File: config.mk
export PLATFORM = sky130hd
export DESIGN_NAME = host_sq_router
export DESIGN_NICKNAME = d
export VERILOG_FILES = /design/src/rtl/host_sq_router.sv
export SDC_FILE = /design/constraint.sdc
export NUM_CORES = 1
export LEC_CHECK = 0
export BUFFER_PORTS_ARGS = -buffer_cell sky130_fd_sc_hd__buf_2
export CAP_MARGIN = 20
export CORE_AREA = 2 2 524 526
export CTS_CLUSTER_SIZE = 28
export DETAILED_ROUTE_END_ITERATION = 10
export DIE_AREA = 0 0 526 528
export PLACE_DENSITY = 0.41
export SLEW_MARGIN = 15
export SYNTH_ARGS = -nofsm -noshare
export SYNTH_HDL_FRONTEND = slang
export SYNTH_SLANG_ARGS = --single-unit
File: constraint.sdc
create_clock -name aclk -period 6.44 [get_ports aclk]
set_input_delay 1.288 -clock aclk [delete_from_list [all_inputs] [get_ports aclk]]
set_output_delay 1.288 -clock aclk [all_outputs]
set_load 0.1 [all_outputs]
File: src/rtl/host_sq_router.sv
// Round-robin submission-queue arbiter that routes each descriptor atomically to local/remote
// read/write output FIFOs. Remote outputs exist only when HOST_SQ_ROUTER_REMOTE_EN is defined.
module host_sq_router #(
   parameter int unsigned N_SRC    = 2,
   parameter int unsigned REQ_BITS = 128,
   parameter int unsigned DEPTH    = 4,
   parameter int unsigned SRC_BITS = (N_SRC > 1) ? $clog2(N_SRC) : 1
) (
   input  logic                         aclk,
   input  logic                         aresetn,
   input  logic [N_SRC-1:0]             s_sq_valid,
   output logic [N_SRC-1:0]             s_sq_ready,
   input  logic [N_SRC*REQ_BITS-1:0]    s_sq_req1,
   input  logic [N_SRC*REQ_BITS-1:0]    s_sq_req2,
   input  logic [N_SRC-1:0]             s_sq_actv1,
   input  logic [N_SRC-1:0]             s_sq_actv2,
   input  logic [N_SRC-1:0]             s_sq_rmt1,
   input  logic [N_SRC-1:0]             s_sq_rmt2,
   output logic                         m_lrd_valid,
   input  logic                         m_lrd_ready,
   output logic [REQ_BITS-1:0]          m_lrd_data,
   output logic [SRC_BITS-1:0]          m_lrd_src,
   output logic                         m_lwr_valid,
   input  logic                         m_lwr_ready,
   output logic [REQ_BITS-1:0]          m_lwr_data,
   output logic [SRC_BITS-1:0]          m_lwr_src,
   output logic                         m_rrd_valid,
   input  logic                         m_rrd_ready,
   output logic [2*REQ_BITS-1:0]        m_rrd_data,
   output logic [1:0]                   m_rrd_actv,
   output logic [SRC_BITS-1:0]          m_rrd_src,
   output logic                         m_rwr_valid,
   input  logic                         m_rwr_ready,
   output logic [2*REQ_BITS-1:0]        m_rwr_data,
   output logic [1:0]                   m_rwr_actv,
   output logic [SRC_BITS-1:0]          m_rwr_src,
   output logic [31:0]                  drop_cnt
);

   localparam int unsigned CW = $clog2(DEPTH) + 1;
   localparam int unsigned PW = $clog2(DEPTH);
   localparam int unsigned IW = SRC_BITS + 1;
   localparam int unsigned NW = REQ_BITS + SRC_BITS;
   localparam int unsigned FW = 2 * REQ_BITS + 2 + SRC_BITS;
`ifdef HOST_SQ_ROUTER_REMOTE_EN
   localparam int unsigned N_OUT = 4;
`else
   localparam int unsigned N_OUT = 2;
`endif

   // Output index order: 0 lrd, 1 lwr, 2 rrd, 3 rwr
   logic [SRC_BITS-1:0]    rr_q, rr_d;
   logic [31:0]            drop_cnt_q, drop_cnt_d;
   logic                   cand_found;
   logic [SRC_BITS-1:0]    cand;
   logic [IW-1:0]          idx;
   logic                   a1, a2, r1, r2;
   logic [REQ_BITS-1:0]    c_req1, c_req2;
   logic [3:0]             need, space, push, out_valid, out_ready;
   logic                   accept;
   logic [3:0][CW-1:0]     cnt;
   logic [NW-1:0]          lrd_wdata, lwr_wdata;
   logic [FW-1:0]          rmt_wdata;
   logic [1:0][NW-1:0]     head_loc;
   logic [1:0][FW-1:0]     head_rmt;

   always_comb begin
      cand_found = 1'b0;
      cand       = '0;
      idx        = '0;
      for (int unsigned k = 0; k < N_SRC; k++) begin
         idx = {1'b0, rr_q} + IW'(k);
         if (idx >= IW'(N_SRC)) idx = idx - IW'(N_SRC);
         if (!cand_found && s_sq_valid[idx[SRC_BITS-1:0]]) begin
            cand_found = 1'b1;
            cand       = idx[SRC_BITS-1:0];
         end
      end
   end

   assign a1     = s_sq_actv1[cand];
   assign a2     = s_sq_actv2[cand];
   assign c_req1 = s_sq_req1[REQ_BITS*cand +: REQ_BITS];
   assign c_req2 = s_sq_req2[REQ_BITS*cand +: REQ_BITS];

`ifdef HOST_SQ_ROUTER_REMOTE_EN
   assign r1 = s_sq_rmt1[cand];
   assign r2 = s_sq_rmt2[cand];
`else
   logic unused_rmt;
   assign r1 = 1'b0;
   assign r2 = 1'b0;
   assign unused_rmt = ^{s_sq_rmt1, s_sq_rmt2, out_ready[3:2], rmt_wdata};
`endif

   // Remote write also needs a local read slot to fetch the outgoing payload
   assign need[0] = (a1 & a2) | (a1 & ~r1) | (~a1 & a2 & r2);
   assign need[1] = (a1 & a2) | (~a1 & a2 & ~r2);
   assign need[2] = a1 & ~a2 & r1;
   assign need[3] = ~a1 & a2 & r2;

   always_comb begin
      for (int unsigned g = 0; g < 4; g++) begin
         space[g] = ~need[g] | (cnt[g] < CW'(DEPTH));
      end
   end

   assign accept = cand_found & (&space);
   assign push   = need & {4{accept}};

   always_comb begin
      s_sq_ready = '0;
      if (accept) s_sq_ready[cand] = 1'b1;
   end

   assign lrd_wdata = {cand, a1 ? c_req1 : c_req2};
   assign lwr_wdata = {cand, c_req2};
   assign rmt_wdata = {cand, a2, a1, c_req2, c_req1};

   always_comb begin
      rr_d       = rr_q;
      drop_cnt_d = drop_cnt_q;
      if (accept) begin
         rr_d = (cand == SRC_BITS'(N_SRC - 1)) ? '0 : cand + 1'b1;
         if (!a1 && !a2) drop_cnt_d = drop_cnt_q + 32'd1;
      end
   end

   always_ff @(posedge aclk or negedge aresetn) begin
      if (!aresetn) begin
         rr_q       <= '0;
         drop_cnt_q <= '0;
      end else begin
         rr_q       <= rr_d;
         drop_cnt_q <= drop_cnt_d;
      end
   end

   assign out_ready = {m_rwr_ready, m_rrd_ready, m_lwr_ready, m_lrd_ready};

   for (genvar g = 0; g < 4; g++) begin : g_out
      if (g < N_OUT) begin : g_fifo
         localparam int unsigned W = (g < 2) ? NW : FW;
         logic [W-1:0]  mem_q [DEPTH];
         logic [W-1:0]  wdata;
         logic [PW-1:0] wr_ptr_q, rd_ptr_q;
         logic [CW-1:0] cnt_q;
         logic          pop;

         if (g == 0) begin : g_wd_lrd
            assign wdata = lrd_wdata;
         end else if (g == 1) begin : g_wd_lwr
            assign wdata = lwr_wdata;
         end else begin : g_wd_rmt
            assign wdata = rmt_wdata;
         end

         assign pop = (cnt_q != '0) & out_ready[g];

         always_ff @(posedge aclk or negedge aresetn) begin
            if (!aresetn) begin
               wr_ptr_q <= '0;
               rd_ptr_q <= '0;
               cnt_q    <= '0;
            end else begin
               if (push[g]) wr_ptr_q <= wr_ptr_q + 1'b1;
               if (pop)     rd_ptr_q <= rd_ptr_q + 1'b1;
               cnt_q <= cnt_q + CW'(push[g]) - CW'(pop);
            end
         end

         always_ff @(posedge aclk) begin
            if (push[g]) mem_q[wr_ptr_q] <= wdata;
         end

         assign cnt[g]       = cnt_q;
         assign out_valid[g] = (cnt_q != '0);
         if (g < 2) begin : g_head_loc
            assign head_loc[g] = mem_q[rd_ptr_q];
         end else begin : g_head_rmt
            assign head_rmt[g-2] = mem_q[rd_ptr_q];
         end
      end else begin : g_none
         assign cnt[g]        = '0;
         assign out_valid[g]  = 1'b0;
         assign head_rmt[g-2] = '0;
      end
   end

   assign m_lrd_valid = out_valid[0];
   assign m_lrd_data  = head_loc[0][REQ_BITS-1:0];
   assign m_lrd_src   = head_loc[0][REQ_BITS +: SRC_BITS];
   assign m_lwr_valid = out_valid[1];
   assign m_lwr_data  = head_loc[1][REQ_BITS-1:0];
   assign m_lwr_src   = head_loc[1][REQ_BITS +: SRC_BITS];
   assign m_rrd_valid = out_valid[2];
   assign m_rrd_data  = head_rmt[0][2*REQ_BITS-1:0];
   assign m_rrd_actv  = head_rmt[0][2*REQ_BITS +: 2];
   assign m_rrd_src   = head_rmt[0][2*REQ_BITS+2 +: SRC_BITS];
   assign m_rwr_valid = out_valid[3];
   assign m_rwr_data  = head_rmt[1][2*REQ_BITS-1:0];
   assign m_rwr_actv  = head_rmt[1][2*REQ_BITS +: 2];
   assign m_rwr_src   = head_rmt[1][2*REQ_BITS+2 +: SRC_BITS];
   assign drop_cnt    = drop_cnt_q;

endmodule

==> impl_metrics.env <==
export IMPL_outcome="completed"
export IMPL_final_cell_mix="1032 x edfxtp_1, 815 x buf_2, 520 x conb_1"
export IMPL_worstPathCellList="buf_4 -> mux4_2 -> buf_2"
export IMPL_die_w_um=526
export IMPL_p_leak_nw=20.8
export IMPL_crit_end="m_lwr_data[86]"
export IMPL_slew_viol_final=0
export IMPL_ctsHoldBuffers=0
export IMPL_ir_drop_v=0.000473
export IMPL_clock_skew_ns=0.0860
export IMPL_dieArea_um2=278000
export IMPL_maxCapViolations=0
export IMPL_mostFrequentLayoutCell="edfxtp_1"
export IMPL_final_setup_tns_ns=0
export IMPL_synthCells=2801
export IMPL_r2r_start="rr_q"
export IMPL_drt_iter0_drc=1350
export IMPL_postCtsSetupBuffers=0
export IMPL_synth_area_um2=47400
export IMPL_finalSetupViolCount=0
export IMPL_dr_pass1_iters=7
export IMPL_num_vias=26100
export IMPL_cts_made_buffers=119
export IMPL_critPathBufInv=2
export IMPL_seq_area_frac_synth_pct=67.9
export IMPL_rsz0062_at_grt="false"
export IMPL_rows=192
export IMPL_critPathLaunchType="register"
export IMPL_drt_vias_per_instance=3.55
export IMPL_h_tree_depth=3
export IMPL_synth_edf_count=1032
export IMPL_cts_resized=0
export IMPL_path_class="register to output pin"
export IMPL_max_freq_mhz=217
export IMPL_core_area_um2=272000
export IMPL_crit_path_max_fanout=34
export IMPL_dp_hpwl_mm=111
export IMPL_hp_class="register to register"
export IMPL_period_share_pct=71.7
export IMPL_drc=0
export IMPL_clockBufferDepth=3
export IMPL_start_util_pct=17.4
export IMPL_design_area_um2=58300
export IMPL_final_net_count=4203
export IMPL_cp_top_family="flip-flops"
export IMPL_antenna_found_initial=20
export IMPL_cpPeakStageDelay_ns=1.02
export IMPL_clock_latency_ns=0.82
export IMPL_grt_max_degree=111
export IMPL_antenna_left=0
export IMPL_ioPinCount=1342
export IMPL_grt_pass1_vias=25700
export IMPL_cts_tree="yes"
export IMPL_cellPowerDensity_nw_per_um2=539
export IMPL_synth_warnings=0
export IMPL_cp_depth=3
export IMPL_async_reset_ff_share_pct=4.36
export IMPL_grt_overflow=0
export IMPL_clkSlewWorstSetupHoldPaths_ns=0.06
export IMPL_dpl_cell_area_um2=54300
export IMPL_io_buffers=815
export IMPL_regToRegEndpoint="g_out[0].g_fifo.mem_q[0][117]"
export IMPL_synth_distinct_cells=48
export IMPL_hold_violations=0
export IMPL_period_minus_slack_ns=4.61
export IMPL_endpoint_kind="output pin"
export IMPL_grt_pass1_wl_mm=204
export IMPL_wl_per_cell_um=20.5
export IMPL_numClockSinks=1079
export IMPL_ff2ff_setup_slack_ns=2.78
export IMPL_slew_headroom_pct=33.0
export IMPL_tightest_slew_ns=1.00
export IMPL_dieHeight_um=528
export IMPL_ys_ff_latch=1079
export IMPL_area_growth_synth_to_final_pct=23.0
export IMPL_grt_usage_pct=10.4
export IMPL_slowest_stage="dfrtp_4"
export IMPL_drt_wl_total_mm=151
export IMPL_rr_worst_depth=6
export IMPL_syn_avg_cell_area_um2=16.9
export IMPL_drive_gt1_share_pct=38.6
export IMPL_worstPathRequired_ns=5.15
export IMPL_gp_congestion=0.827
export IMPL_cts_root_buf="clkbuf_16"
export IMPL_crit_start="g_out[1].g_fifo.rd_ptr_q[0]"
export IMPL_cp_data_arrival_time_ns=3.33
export IMPL_synthFlopType="edfxtp_1"
==> registers in the layout, summed over array words and instances (netlist names) <==
register and flops:
drop_cnt 32, rr_q 1, g_out.g_fifo.mem_q 1032, g_out.g_fifo.rd_ptr_q 4, g_out.g_fifo.wr_ptr_q 4, g_out.g_fifo.cnt_q 6
==> metal layers <==
metal	GRT usage (%)	wire length, um	part of all wire [%]
met5	0	25	0.017
met4	2.76	3770	2.5
met3	2.94	10900	7.2
met2	18.1	76200	50
met1	12.4	60200	40
==> worst min-delay path by stage <==
stage,slack [ns],start,depth (start not counted),endpoint
2_1_floorplan,0.51,g_out[1].g_fifo.wr_ptr_q[1],1,g_out[1].g_fifo.wr_ptr_q[1]
3_3_place_gp,0.47,drop_cnt[31],1,drop_cnt[31]
3_5_place_dp,0.47,drop_cnt[31],1,drop_cnt[31]
4_1_cts,0.48,drop_cnt[31],1,drop_cnt[31]
5_1_grt,0.50,drop_cnt[31],1,drop_cnt[31]
6_report,0.47,drop_cnt[31],1,drop_cnt[31]
==> synthesized netlist by cell type (16+ instances only) <==
cell,number,share of area [%]
xnor2_1,17,0.31
a31oi_1,128,1.7
inv_1,16,0.13
buf_1,17,0.13
xor2_1,24,0.44
buf_2,37,0.39
edfxtp_1,1032,65
clkbuf_1,77,0.61
mux2_2,130,3.1
buf_4,520,8.2
nor2_1,138,1.1
mux4_2,258,12
nand2_1,273,2.2
dfrtp_1,47,2.5
==> logic make-up (layout without fill, tap and decap cells) <==
group | after synthesis | in the layout | share of synthesized area [%]
fa+ha+maj | 15 | 15 | 0.428
xor+xnor | 41 | 41 | 0.758
mux | 390 | 390 | 15.4
buf+inv | 670 | 1112 | 9.54
flops | 1079 | 1079 | 67.9
other cells | 1 | 531 | 0.00792
compound gates | 143 | 143 | 1.96
simple gates | 462 | 462 | 3.99
==> per-stage QoR <==
stage	power, W	cells	setup slack, ns	util (%)	hold slack [ns]
2_1_floorplan	0.0217	3320	0.615	-	0.512
3_3_place_gp	0.0250	7128	1.74	19.9	0.469
3_5_place_dp	0.0250	7128	1.67	19.9	0.470
4_1_cts	0.0320	7351	1.59	21.4	0.480
5_1_grt	0.0326	7354	1.56	21.4	0.496
6_report	0.0314	7362	1.83	21.4	0.474
==> final cells by class <==
type | instances | area, um^2
clock inverters | 76 | 918
diodes | 11 | 27.5
multi-input cells | 1571 | 12700
inverters | 18 | 72.6
fillers | 28900 | 214000
well taps | 3589 | 4490
repair buffers | 871 | 4840
clock buffers | 147 | 3080
flip-flops and latches | 1079 | 32200
==> power by group <==
group          leakage [nW]  internal (W)  switching, W  total, W
clock                  1.93       0.00399       0.00291   0.00689
sequential             9.89       0.00875      0.000439   0.00919
combinational          9.01       0.00286        0.0125    0.0153
No activity file was read; power rests on OpenSTA's default activity.
